===== config.mk =====
export PLATFORM = sky130hd
export DESIGN_NAME = int_pow_unit
export DESIGN_NICKNAME = d
export VERILOG_FILES = /design/src/rtl/int_pow_unit.sv
export SDC_FILE = /design/constraint.sdc
export NUM_CORES = 2
export LEC_CHECK = 0
export ABC_AREA = 1
export BUFFER_PORTS_ARGS = -buffer_cell sky130_fd_sc_hd__buf_2
export CAP_MARGIN = 20
export CORE_ASPECT_RATIO = 1.75
export CORE_MARGIN = 2
export CORE_UTILIZATION = 55
export CTS_CLUSTER_SIZE = 24
export DETAILED_ROUTE_END_ITERATION = 16
export HOLD_SLACK_MARGIN = 0.08
export PLACE_DENSITY = 0.77
export SETUP_SLACK_MARGIN = 0.15
export SYNTH_ARGS = -nofsm -noshare
export SYNTH_HDL_FRONTEND = slang
export SYNTH_SLANG_ARGS = --single-unit

===== constraint.sdc =====
create_clock -name clk -period 7.8 [get_ports clk]
set_input_delay 0.78 -clock clk [delete_from_list [all_inputs] [get_ports clk]]
set_output_delay 0.78 -clock clk [all_outputs]
set_load 0.005 [all_outputs]

===== src/rtl/int_pow_unit.sv =====
// ---------------------------------------------------------------------------
// int_pow_unit
//
// Iterative unsigned exponentiation: result_out = base_in ** exp_in mod
// 2^WIDTH. It uses right-to-left square-and-multiply and retires one exponent
// bit per cycle. overflow_out flags that the true result needs more than
// WIDTH bits.
//
// Ports
//   clk           rising-edge clock
//   rst_n         asynchronous active-low reset
//   in_valid      request present            in_ready   unit idle, can accept
//   base_in       unsigned base (WIDTH)      exp_in     unsigned exponent
//   out_valid     result present             out_ready  consumer accepts result
//   result_out    base**exp mod 2^WIDTH      overflow_out  true result >= 2^WIDTH
//
// Latency: the accept edge enters RUN. There are n = clog2(exp+1) bit edges
// plus one final edge into DONE, so out_valid rises n+1 cycles after accept.
// ---------------------------------------------------------------------------
module int_pow_unit #(
    parameter int WIDTH     = 32,
    parameter int EXP_WIDTH = 8
) (
    input  logic                 clk,
    input  logic                 rst_n,
    input  logic                 in_valid,
    output logic                 in_ready,
    input  logic [WIDTH-1:0]     base_in,
    input  logic [EXP_WIDTH-1:0] exp_in,
    output logic                 out_valid,
    input  logic                 out_ready,
    output logic [WIDTH-1:0]     result_out,
    output logic                 overflow_out
);

    typedef enum logic [1:0] {
        S_IDLE = 2'd0,
        S_RUN  = 2'd1,
        S_DONE = 2'd2
    } state_t;

    state_t                 state_reg;
    logic [WIDTH-1:0]       acc_reg;
    logic [WIDTH-1:0]       sq_reg;
    logic [EXP_WIDTH-1:0]   e_reg;
    logic                   acc_ovf_reg;
    logic                   sq_ovf_reg;
    logic                   in_ready_reg;
    logic                   out_valid_reg;
    logic [WIDTH-1:0]       result_reg;
    logic                   overflow_reg;

    // Full double-width products. The upper halves detect overflow.
    logic [2*WIDTH-1:0]     acc_prod;
    logic [2*WIDTH-1:0]     sq_prod;
    logic                   acc_prod_hi;
    logic                   sq_prod_hi;

    assign acc_prod    = {{WIDTH{1'b0}}, acc_reg} * {{WIDTH{1'b0}}, sq_reg};
    assign sq_prod     = {{WIDTH{1'b0}}, sq_reg}  * {{WIDTH{1'b0}}, sq_reg};
    assign acc_prod_hi = |acc_prod[2*WIDTH-1:WIDTH];
    assign sq_prod_hi  = |sq_prod[2*WIDTH-1:WIDTH];

    assign in_ready     = in_ready_reg;
    assign out_valid    = out_valid_reg;
    assign result_out   = result_reg;
    assign overflow_out = overflow_reg;

    always_ff @(posedge clk or negedge rst_n) begin
        if (!rst_n) begin
            state_reg     <= S_IDLE;
            acc_reg       <= '0;
            sq_reg        <= '0;
            e_reg         <= '0;
            acc_ovf_reg   <= 1'b0;
            sq_ovf_reg    <= 1'b0;
            in_ready_reg  <= 1'b0;
            out_valid_reg <= 1'b0;
            result_reg    <= '0;
            overflow_reg  <= 1'b0;
        end else begin
            case (state_reg)
                S_IDLE: begin
                    if (in_valid && in_ready_reg) begin
                        acc_reg      <= {{(WIDTH-1){1'b0}}, 1'b1};
                        sq_reg       <= base_in;
                        e_reg        <= exp_in;
                        acc_ovf_reg  <= 1'b0;
                        sq_ovf_reg   <= 1'b0;
                        in_ready_reg <= 1'b0;
                        state_reg    <= S_RUN;
                    end else begin
                        // This also raises in_ready on the first edge after reset.
                        in_ready_reg <= 1'b1;
                    end
                end

                S_RUN: begin
                    if (e_reg != '0) begin
                        if (e_reg[0]) begin
                            acc_reg <= acc_prod[WIDTH-1:0];
                            // A wrapped square only matters once it is multiplied
                            // into a nonzero accumulator.
                            acc_ovf_reg <= acc_ovf_reg | acc_prod_hi |
                                           (sq_ovf_reg & (acc_reg != '0));
                        end
                        sq_reg     <= sq_prod[WIDTH-1:0];
                        sq_ovf_reg <= sq_ovf_reg | sq_prod_hi;
                        e_reg      <= e_reg >> 1;
                    end else begin
                        result_reg    <= acc_reg;
                        overflow_reg  <= acc_ovf_reg;
                        out_valid_reg <= 1'b1;
                        state_reg     <= S_DONE;
                    end
                end

                S_DONE: begin
                    if (out_ready) begin
                        out_valid_reg <= 1'b0;
                        in_ready_reg  <= 1'b1;
                        state_reg     <= S_IDLE;
                    end
                end

                default: begin
                    state_reg     <= S_IDLE;
                    out_valid_reg <= 1'b0;
                    in_ready_reg  <= 1'b0;
                end
            endcase
        end
    end

endmodule

==> impl_metrics.toml <==
[synthesis]
synth_top_area_share_pct = 48.1
synthTopCellsByArea = "fa_1 48%, inv_1 16%, nand2_1 14%"
ys_seq_elements = 111
syn_nets = 11600
synth_edf_count = 0
async_reset_ff_share_pct = 100
netlist_instances = 9286
synth_largest_area_cell = "fa_1"
ys_warn_count = 0
synth_top_cells_by_count = "2,979 x inv_1, 2,623 x nand2_1, 1,714 x fa_1"
synth_flop_cell = "dfrtp_1"
ys_seq_area_share_pct = 3.89
syn_area_um2 = 71300
synth.most_common_cell = "inv_1"
ys_types = 44
synth.avg_cell_area_um2 = 7.68

[worst_setup_path]
critPathMaxFanout = 7
worst_path_max_delay_cell = "fa_1"
path_class = "register to register"
cp-start-kind = "register"
max_stage_delay_ns = 0.60
crit_path_end_kind = "register"
crit_arrival_ns = 7.95
cp.required_ns = 8.11

[drt]
drt_iter0_markers = 4053
wirelength_mm = 226
vias_per_cell = 5.33
drtPass1Iterations = 6
ant_nets = 0
drc = 0
vias = 59300
wire_per_inst_um = 20.3

[timing]
setup_tns_ns = 0
finalSetupViolCount = 0
drv_slew = 0
slew-limit-headroom_pct = 40.9
fin_skew_ns = 0.0237
rsz0062_at_grt = "true"
fin_crit_ns = 7.63
worst_pin_slew_ns = 0.886
finalHoldViolations = 0
fmax_mhz = 131
fin_crit_sh_pct = 97.9

[job]
maxCapViolations = 0

[place]
hpwl_mm = 191
portBuffers = 78
dp.cells = 11100
place_congestion = 1.03
place_area_um2 = 76400

[floorplan]
io_pins = 79
start_util_pct = 55.4
fp.dieH_um = 480
core_area_um2 = 129000
rows = 174
die_area_um2 = 133000
dieWidth_um = 276

[cts]
postCtsHoldBufs = 0
insertion_delay_ns = 0.43
clkTransAtPathRegs_ns = 0.10
clock-sinks = 111
root_buffer = "clkbuf_16"
htree_levels = 3
numCtsBuffers = 9
cts_buffer_depth = 2
cts_tree = "built"

[global_route]
antenna_found_initial = 5
grt_pass1_vias = 67600
grt_usage_pct = 34.7
use_met2_pct = 65.6
grt_overflow = 0
gr-usage-met3_pct = 4.16
grtUsageMet1_pct = 33.6
grt_pass1_wl_mm = 351
grt-busiest-layer = "met2"
grt_max_degree = 69

[layout]
final_area_um2 = 77500
final_cells = 11100
multiInputGateArea_um2 = 56200
fillers = 11200
drive_gt1_share_pct = 8.17
final_nets = 11700
syn_to_final_growth_pct = 8.73
seqCellArea_um2 = 2860

[hold_path]
hold_path_class = "input port to asynchronous set/reset pin"

[run_status]
outcome = "finished clean"
[cell usage in the layout (no fill, tap or decap), drive strengths merged]
master	n
a21o	5
bufinv	1
xnor2	30
fa	1714
o211ai	15
nand4	37
o22ai	35
o21a	8
nand3b	8
ha	528
buf	524
xor2	26
nor3	22
a31oi	3
nand2	2653
nor4	10
and2	8
diode	1
o31ai	3
or2	4
clkbuf	14
dfrtp	111
nand3	122
clkinv	2
clkinvlp	1
a21boi	9
nor2	298
o21bai	14
o21ai	131
a21oi	112
inv	3000
[worst max-delay path: cells and delay by family, from the launching register on]
family / cells / cell delay [ns]
and+or+nand+nor: 15 / 1.69
AOI/OAI and AO/OA: 1 / 0.08
adders and majority gates: 9 / 4.46
buffers and inverters: 6 / 0.72
DFF: 1 / 0.56
[final cells by class]
type                            count  share of cell area, %
Inverter                         2999                   14.5
Antenna cell                        1                0.00323
Clock buffer                       10                  0.295
Tap cell                         1672                   2.70
Timing Repair Buffer              528                   6.23
Sequential cell                   111                   3.68
Multi-Input combinational cell   5795                   72.5
Clock inverter                      5                 0.0855
[metal layers]
metal  vias to the layer above  share of wire [%]
met5                         -                  0
met4                         0                 11
met3                      1280                5.7
met2                      2757                 53
met1                     29200                 31
li1                      26100                  -
[what timing repair did]
| item | CTS | global route |
|---|---|---|
| buffers inserted | 6 | 24 |
| pin swaps | 0 | 3 |
| setup endpoints to repair | 2 | 8 |
| cloned | 0 | 3 |
| gates resized for setup | 14 | 113 |
[through the flow]
| step | hold WS [ns] | setup WS, ns | utilization (%) |
|---|---|---|---|
| 3_5_place_dp | 0.470 | 0.0427 | 59.4 |
| 2_1_floorplan | 0.452 | 0.766 | - |
| 4_1_cts | 0.387 | 0.152 | 59.7 |
| 6_report | 0.354 | 0.166 | 60.3 |
| 5_1_grt | 0.402 | 0.00475 | 60.3 |
| 3_3_place_gp | 0.465 | 0.0332 | 59.4 |
[logic make-up after synthesis]
family,after synthesis,synth area share (%)
flops,111,3.89
simple gates,3162,17.6
compound gates,335,2.63
buf+inv,3380,17.8
xor+xnor,56,0.688
fa+ha+maj,2242,57.4
[worst paths after layout]
| path | start | to | slack, ns | depth (start not counted) |
|---|---|---|---|---|
| worst max-delay path | sq_reg[22] | sq_ovf_reg | 0.17 | 31 |
| worst min-delay path | rst_n | result_out[9] | 0.35 | 1 |
| worst max register to register | sq_reg[22] | sq_ovf_reg | 0.17 | 31 |
| worst min register to register | result_out[1] | result_out[1] | 0.49 | 2 |
| max in group asynchronous | rst_n | sq_reg[23] | 5.97 | 2 |
| min in group clk | result_out[1] | result_out[1] | 0.49 | 2 |
Power is not shown: default switching activity piles up to over one toggle a cycle in this logic, so the estimate is an artifact.
